--- src/rtl/fetch_unit_if.sv ---
// Fetch-stage bus bundle: imem request/response, decode handoff, redirect and fault.
// master = fetch_unit side, slave = memory/decoder side.
interface fetch_unit_if;
    logic        imem_req_valid;
    logic        imem_req_ready;
    logic [31:0] imem_req_addr;
    logic        imem_rsp_valid;
    logic [31:0] imem_rsp_data;
    logic        inst_valid;
    logic        inst_ready;
    logic [31:0] inst_encoding;
    logic [31:0] inst_pc;
    logic        redirect_valid;
    logic [31:0] redirect_pc;
    logic        fetch_fault;

    modport master (
        output imem_req_valid, imem_req_addr,
        input  imem_req_ready,
        input  imem_rsp_valid, imem_rsp_data,
        output inst_valid, inst_encoding, inst_pc,
        input  inst_ready,
        input  redirect_valid, redirect_pc,
        output fetch_fault
    );

    modport slave (
        input  imem_req_valid, imem_req_addr,
        output imem_req_ready,
        output imem_rsp_valid, imem_rsp_data,
        input  inst_valid, inst_encoding, inst_pc,
        output inst_ready,
        output redirect_valid, redirect_pc,
        input  fetch_fault
    );
endinterface

--- src/rtl/fetch_unit.sv ---
// Instruction fetch stage: PC, credit-limited imem requests, in-order response buffer, redirect flush.
// Define FETCH_MISALIGN_TRAP_EN to trap (fetch_fault + HALT) on redirects with redirect_pc[1:0] != 0.
//
// state | meaning
// BOOT  | first cycle out of reset, no requests
// RUN   | fetching
// HALT  | stopped after misaligned redirect, left only by reset (FETCH_MISALIGN_TRAP_EN only)
module fetch_unit #(
    parameter logic [31:0] RESET_PC   = 32'h0000_0000,
    parameter int          FIFO_DEPTH = 2
) (
    input  logic         clk,
    input  logic         rst_n,
    fetch_unit_if.master bus
);
    localparam int PTR_W = $clog2(FIFO_DEPTH);
    localparam int CNT_W = PTR_W + 1;
    localparam int SUM_W = CNT_W + 2;

    localparam logic [1:0] ST_BOOT = 2'd0;
    localparam logic [1:0] ST_RUN  = 2'd1;
`ifdef FETCH_MISALIGN_TRAP_EN
    localparam logic [1:0] ST_HALT = 2'd2;
`endif

    logic [1:0]       state;
    logic [31:0]      pc;
    logic [31:0]      buf_data [FIFO_DEPTH];
    logic [31:0]      buf_pc   [FIFO_DEPTH];
    logic [31:0]      tag_pc   [FIFO_DEPTH];
    logic [PTR_W-1:0] buf_rd;
    logic [PTR_W-1:0] buf_wr;
    logic [PTR_W-1:0] tag_rd;
    logic [PTR_W-1:0] tag_wr;
    logic [CNT_W-1:0] buf_cnt;
    logic [CNT_W-1:0] outstanding;
    logic [CNT_W-1:0] drop_cnt;

    logic             redirect;
    logic [31:0]      redirect_target;
    logic             inst_valid;
    logic             pop_req;
    logic             pop;
    logic             rsp_drop;
    logic             rsp_push;
    logic             req_valid;
    logic             req_fire;
    logic [CNT_W-1:0] occ_after_pop;
    logic [SUM_W-1:0] credit_used;

    assign redirect        = bus.redirect_valid;
    assign redirect_target = {bus.redirect_pc[31:2], 2'b00};

`ifdef FETCH_MISALIGN_TRAP_EN
    logic misaligned;
    assign misaligned = redirect && (bus.redirect_pc[1:0] != 2'b00);
`else
    logic unused_redirect_lo;
    assign unused_redirect_lo = ^bus.redirect_pc[1:0];
`endif

    assign inst_valid = (buf_cnt != '0);
    assign pop_req    = inst_valid && bus.inst_ready;
    assign pop        = pop_req && !redirect;
    assign rsp_drop   = bus.imem_rsp_valid && (drop_cnt != '0);
    assign rsp_push   = bus.imem_rsp_valid && (drop_cnt == '0) && !redirect;

    // A head leaving this cycle frees its slot before any new response can land,
    // which is what lets depth 2 sustain one instruction per cycle.
    assign occ_after_pop = buf_cnt - CNT_W'(pop_req);
    assign credit_used   = SUM_W'(occ_after_pop) + SUM_W'(outstanding) + SUM_W'(drop_cnt);
    assign req_valid     = (state == ST_RUN) && !redirect && (credit_used < SUM_W'(FIFO_DEPTH));
    assign req_fire      = req_valid && bus.imem_req_ready;

    assign bus.imem_req_valid = req_valid;
    assign bus.imem_req_addr  = pc;
    assign bus.inst_valid     = inst_valid;
    assign bus.inst_encoding  = inst_valid ? buf_data[buf_rd] : '0;
    assign bus.inst_pc        = inst_valid ? buf_pc[buf_rd]   : '0;

    always_ff @(posedge clk or negedge rst_n) begin
        if (!rst_n) begin
            state <= ST_BOOT;
        end else begin
            case (state)
                ST_BOOT: state <= ST_RUN;
`ifdef FETCH_MISALIGN_TRAP_EN
                ST_RUN:  if (misaligned) state <= ST_HALT;
`endif
                default: state <= state;
            endcase
        end
    end

    always_ff @(posedge clk or negedge rst_n) begin
        if (!rst_n) begin
            pc <= RESET_PC;
        end else if (redirect) begin
            pc <= redirect_target;
        end else if (req_fire) begin
            pc <= pc + 32'd4;
        end
    end

    always_ff @(posedge clk) begin
        if (rsp_push) begin
            buf_data[buf_wr] <= bus.imem_rsp_data;
            buf_pc[buf_wr]   <= tag_pc[tag_rd];
        end
        if (req_fire) begin
            tag_pc[tag_wr] <= pc;
        end
    end

    always_ff @(posedge clk or negedge rst_n) begin
        if (!rst_n) begin
            buf_rd      <= '0;
            buf_wr      <= '0;
            buf_cnt     <= '0;
            tag_rd      <= '0;
            tag_wr      <= '0;
            outstanding <= '0;
            drop_cnt    <= '0;
        end else if (redirect) begin
            buf_rd      <= '0;
            buf_wr      <= '0;
            buf_cnt     <= '0;
            tag_rd      <= '0;
            tag_wr      <= '0;
            outstanding <= '0;
            // Every in-flight word, including one landing now, must be swallowed exactly once.
            drop_cnt    <= drop_cnt + outstanding - CNT_W'(bus.imem_rsp_valid);
        end else begin
            if (rsp_push) begin
                buf_wr <= buf_wr + 1'b1;
                tag_rd <= tag_rd + 1'b1;
            end
            if (pop) begin
                buf_rd <= buf_rd + 1'b1;
            end
            if (req_fire) begin
                tag_wr <= tag_wr + 1'b1;
            end
            buf_cnt     <= buf_cnt + CNT_W'(rsp_push) - CNT_W'(pop);
            outstanding <= outstanding + CNT_W'(req_fire) - CNT_W'(rsp_push);
            drop_cnt    <= drop_cnt - CNT_W'(rsp_drop);
        end
    end

`ifdef FETCH_MISALIGN_TRAP_EN
    logic fault;
    always_ff @(posedge clk or negedge rst_n) begin
        if (!rst_n) begin
            fault <= 1'b0;
        end else if (misaligned) begin
            fault <= 1'b1;
        end
    end
    assign bus.fetch_fault = fault;
`else
    assign bus.fetch_fault = 1'b0;
`endif

`ifndef SYNTHESIS
    // A response is only legal when some request is still owed to us.
    rsp_has_owner: assert property (@(posedge clk) disable iff (!rst_n)
        bus.imem_rsp_valid |-> (outstanding != '0 || drop_cnt != '0));
`endif
endmodule

--- src/flat_wrapper.sv ---
// flat-port wrapper written by rule: the top's interface ports become plain ports
module fetch_unit_flat 
#(
    parameter logic [31:0] RESET_PC   = 32'h0000_0000,
    parameter int          FIFO_DEPTH = 2
)
  (clk, rst_n, bus_imem_req_valid, bus_imem_req_addr, bus_imem_req_ready, bus_imem_rsp_valid, bus_imem_rsp_data, bus_inst_valid, bus_inst_encoding, bus_inst_pc, bus_inst_ready, bus_redirect_valid, bus_redirect_pc, bus_fetch_fault);
  fetch_unit_if bus_i ();
  input  logic clk;
  input  logic rst_n;
  output wire logic [$bits(bus_i.imem_req_valid)-1:0] bus_imem_req_valid;
  output wire logic [$bits(bus_i.imem_req_addr)-1:0] bus_imem_req_addr;
  input wire logic [$bits(bus_i.imem_req_ready)-1:0] bus_imem_req_ready;
  input wire logic [$bits(bus_i.imem_rsp_valid)-1:0] bus_imem_rsp_valid;
  input wire logic [$bits(bus_i.imem_rsp_data)-1:0] bus_imem_rsp_data;
  output wire logic [$bits(bus_i.inst_valid)-1:0] bus_inst_valid;
  output wire logic [$bits(bus_i.inst_encoding)-1:0] bus_inst_encoding;
  output wire logic [$bits(bus_i.inst_pc)-1:0] bus_inst_pc;
  input wire logic [$bits(bus_i.inst_ready)-1:0] bus_inst_ready;
  input wire logic [$bits(bus_i.redirect_valid)-1:0] bus_redirect_valid;
  input wire logic [$bits(bus_i.redirect_pc)-1:0] bus_redirect_pc;
  output wire logic [$bits(bus_i.fetch_fault)-1:0] bus_fetch_fault;
  assign bus_imem_req_valid = bus_i.imem_req_valid;
  assign bus_imem_req_addr = bus_i.imem_req_addr;
  assign bus_i.imem_req_ready = bus_imem_req_ready;
  assign bus_i.imem_rsp_valid = bus_imem_rsp_valid;
  assign bus_i.imem_rsp_data = bus_imem_rsp_data;
  assign bus_inst_valid = bus_i.inst_valid;
  assign bus_inst_encoding = bus_i.inst_encoding;
  assign bus_inst_pc = bus_i.inst_pc;
  assign bus_i.inst_ready = bus_inst_ready;
  assign bus_i.redirect_valid = bus_redirect_valid;
  assign bus_i.redirect_pc = bus_redirect_pc;
  assign bus_fetch_fault = bus_i.fetch_fault;
  fetch_unit #(.RESET_PC(RESET_PC), .FIFO_DEPTH(FIFO_DEPTH)) u_core (.clk(clk), .rst_n(rst_n), .bus(bus_i));
endmodule
--- config.mk ---
export PLATFORM = sky130hd
export DESIGN_NAME = fetch_unit_flat
export DESIGN_NICKNAME = d
export VERILOG_FILES = /design/src/rtl/fetch_unit_if.sv /design/src/rtl/fetch_unit.sv /design/src/flat_wrapper.sv
export SDC_FILE = /design/constraint.sdc
export NUM_CORES = 1
export LEC_CHECK = 0
export ABC_AREA = 1
export ABC_CLOCK_PERIOD_IN_PS = 11480
export BUFFER_PORTS_ARGS = -buffer_cell sky130_fd_sc_hd__clkbuf_2
export CAP_MARGIN = 20
export CELL_PAD_IN_SITES_DETAIL_PLACEMENT = 1
export CELL_PAD_IN_SITES_GLOBAL_PLACEMENT = 2
export CORE_UTILIZATION = 38
export DETAILED_ROUTE_END_ITERATION = 7
export GPL_TIMING_DRIVEN = 0
export PLACE_DENSITY_LB_ADDON = 0.1
export REMOVE_ABC_BUFFERS = 1
export SETUP_SLACK_MARGIN = 0.5
export SLEW_MARGIN = 20
export SYNTH_ARGS = -nofsm -noshare
export SYNTH_HDL_FRONTEND = slang
export SYNTH_SLANG_ARGS = --single-unit
--- constraint.sdc ---
create_clock -name clk -period 11.48 [get_ports clk]
set_clock_uncertainty 0.15 [all_clocks]
set_input_delay 0.574 -clock clk [delete_from_list [all_inputs] [get_ports clk]]
set_output_delay 0.574 -clock clk [all_outputs]
set_load 0.005 [all_outputs]
==> reports/results.txt <==
status -> complete, no violations
H-tree level count -> 1
Net Sw Power -> 742 µW
CP max FO -> 30
power share of the sequential group -> 44.4%
routed vias -> 6980
fin crit period -> 4.36 ns
Crit Path Class -> register to register
vias in the first global route -> 7102
die height -> 162 µm
Area Growth Syn to Fin -> 23.6%
Leak -> 0.00506 µW
largest net degree at the start of global routing -> 65
setup TNS -> 0 ns
WL met2 -> 12200 µm
sequential fraction of the synthesis area -> 67.3%
Final Max Slew Viols -> 0
hold crit path type -> input port to register
vias per inst -> 4.79
core box area -> 0.0252 mm²
relative slew slack -> 42.5%
max-cap viol count -> 0
syn_area_per_cell -> 10.3 µm²
Die Wd -> 162 µm
arrival time worst endpoint -> 4.58 ns
CTS tree -> built
RSZ-0062 raised after global routing -> false
hold buffers post-CTS -> 1
post-cts gate resize count -> 0
initial antenna violation count -> 0
leading area contributor after synthesis -> edfxtp_1
Reg clk slew, reported paths -> 0.06 ns
Switching Fraction -> 29.8%
endpoints failing setup -> 0
Logic pwr share -> 20.9%
wl on met1 -> 10500 µm
Initial DRC Count -> 294
Mapped Area -> 0.00974 mm²
clk sinks -> 225
Cells after Synth -> 944
Synth area leaders -> edfxtp_1, nand2_1, dfrtp_1
IO Pins -> 169
synthesis warning total -> 0
Peak VDD IR -> 100 µV
Yosys cell types -> 27
Antenna Cells -> 0
Tcrit/Tclk final -> 38.0%
worst hold slack -> 0.0934 ns
Internal -> 1750 µW
WL final -> 24200 µm
CTS buffer count -> 26
Initial Util -> 38.7%
ANT nets after route -> 0
crit start category -> register
Synth Register Bits -> 225
Max Used Layer -> met4
drt drc -> 0
Achievable Freq -> 229 MHz
Final Hold Viols -> 0
clk buf depth -> 3
share of cells above drive strength 1 -> 21.0%
CTS Root Cell -> clkbuf_16
Die ar. -> 0.0263 mm²
global route overflow -> 0
Crit. End Element -> register
first-pass GRT wire length -> 38400 µm
worst skew pair latency -> 0.52 ns
Critical Path RT -> 11.70 ns
row count -> 58
fin nets -> 1190
first-pass iteration count of the detailed router -> 4
Worst Max-Slew Pin Slew -> 0.863 ns
# port buffers -> 161
power per cell area -> 207 mW/mm²
post-CTS setup buffer count -> 0
Clock Power Share -> 34.6%
WL/cell -> 16.6 µm
Synth top area share -> 56.7%
DP HPWL -> 16400 µm
GP Congestion -> 0.750
All-Layer GR Usage -> 18.8%
met3 wire length -> 1200 µm
## metal layers
layer | track usage (%) | vias to the layer above
li1 | - | 3441
met1 | 23.6 | 3359
met2 | 34.3 | 152
met3 | 3.01 | 28
met4 | 3.56 | 0
met5 | 0 | -
## power by group through the flow
stage / sequential (µW) / clock [µW] / combinational [µW]
2_1_floorplan: 1100 / 0 / 285
3_3_place_gp: 1140 / 0 / 480
6_report: 1110 / 863 / 521
5_1_grt: 1120 / 917 / 597
3_5_place_dp: 1120 / 0 / 536
4_1_cts: 1110 / 883 / 539
## worst max-delay path, stage by stage (launching register included)
cell,delay [ns]
dfrtp_1,0.42
nor2_4,0.48
nor2_1,0.12
nand2_1,0.12
o21ai_0,0.14
ha_1,0.22
inv_1,0.07
fa_1,0.41
inv_1,0.11
fa_1,0.42
inv_1,0.08
nand3_2,0.10
nor2_4,0.14
nand3_4,0.25
inv_2,0.53
ha_1,0.27
xor2_1,0.14
nor2_1,0.05
## flip-flops by register name (all words and copies together), names as in the netlist
| signal | cells |
|---|---|
| u_core.tag_wr | 1 |
| u_core.outstanding | 2 |
| u_core.buf_pc | 60 |
| u_core.buf_wr | 1 |
| u_core.tag_pc | 60 |
| u_core.bus.imem_req_addr | 30 |
| u_core.buf_cnt | 2 |
| u_core.buf_data | 64 |
| u_core.state | 1 |
| u_core.tag_rd | 1 |
| u_core.buf_rd | 1 |
| u_core.drop_cnt | 2 |
## worst paths after layout
kind | start | end | slack, ns | depth (start not counted)
max | u_core.buf_cnt[1] | u_core.outstanding[1] | 7.12 | 17
min | bus_imem_rsp_data[23] | u_core.buf_data[1][23] | 0.09 | 1
max reg2reg | u_core.buf_cnt[1] | u_core.outstanding[1] | 7.12 | 17
min reg2reg | u_core.tag_pc[0][15] | u_core.buf_pc[0][15] | 0.39 | 2
max in group asynchronous | rst_n | u_core.buf_rd | 10.18 | 2
min in group asynchronous | rst_n | u_core.bus.imem_req_addr[31] | 0.48 | 2
## area by class of cell
cell class                 count  area [µm²]
timing repair buffer         173        1110
sequential                   225        6560
clock buffer                  32         694
fill                        2803       13100
inverter                      61         231
clock inverter                16         208
tap                          330         413
multi-input combinational    621        2830
## synthesized netlist by cell type
library cell,n
o21a_1,1
clkbuf_1,27
buf_2,6
nand3_4,1
conb_1,2
xnor2_1,10
inv_1,56
fa_1,2
xor2_1,4
o21bai_1,7
nor2_4,1
and2_1,3
edfxtp_1,184
nand2_2,3
inv_2,5
buf_4,7
nand2_1,381
o21ai_0,7
or2_2,2
nand3_2,1
buf_1,1
nor2_1,45
nand3_1,67
dfrtp_1,41
nor2_2,7
ha_1,10
a21oi_1,63
## through the flow
step | instances | worst slack, ns | instance area (µm²) | total power (µW) | utilization [%]
finish | 1458 | 7.12 | 12000 | 2490 | 47.8
CTS | 1458 | 7.04 | 12000 | 2530 | 47.8
global route | 1458 | 6.78 | 12000 | 2630 | 47.8
floorplan | 907 | 5.29 | 9570 | 1380 | -
global placement | 1398 | 2.06 | 10800 | 1620 | 42.8
detailed placement | 1409 | 7.07 | 11100 | 1660 | 44.2
## placed cells by master, fill, tap and decap left out, types with 7 or more instances in the layout
cell type  instances
a21oi_1           63
buf_16            10
clkbuf_16         27
clkbuf_2         160
dfrtp_1           39
edfxtp_1         184
ha_1              10
inv_1             55
nand2_1          381
nand3_1           67
nor2_1            40
nor2_2             7
o21ai_0            7
o21bai_1           7
xnor2_1           10
## logic make-up (layout without fill, tap and decap cells)
| family | after synthesis | count (layout) | synth area share (%) |
|---|---|---|---|
| and+or+nand+nor | 511 | 511 | 21.2 |
| other | 2 | 6 | 0.0771 |
| DFF | 225 | 225 | 67.3 |
| adders and majority gates | 12 | 12 | 1.70 |
| AOI/OAI and AO/OA | 78 | 78 | 4.21 |
| buffers and inverters | 102 | 282 | 4.28 |
| xor gates and xnor gates | 14 | 14 | 1.26 |
No activity file was read; power rests on OpenSTA's default activity.
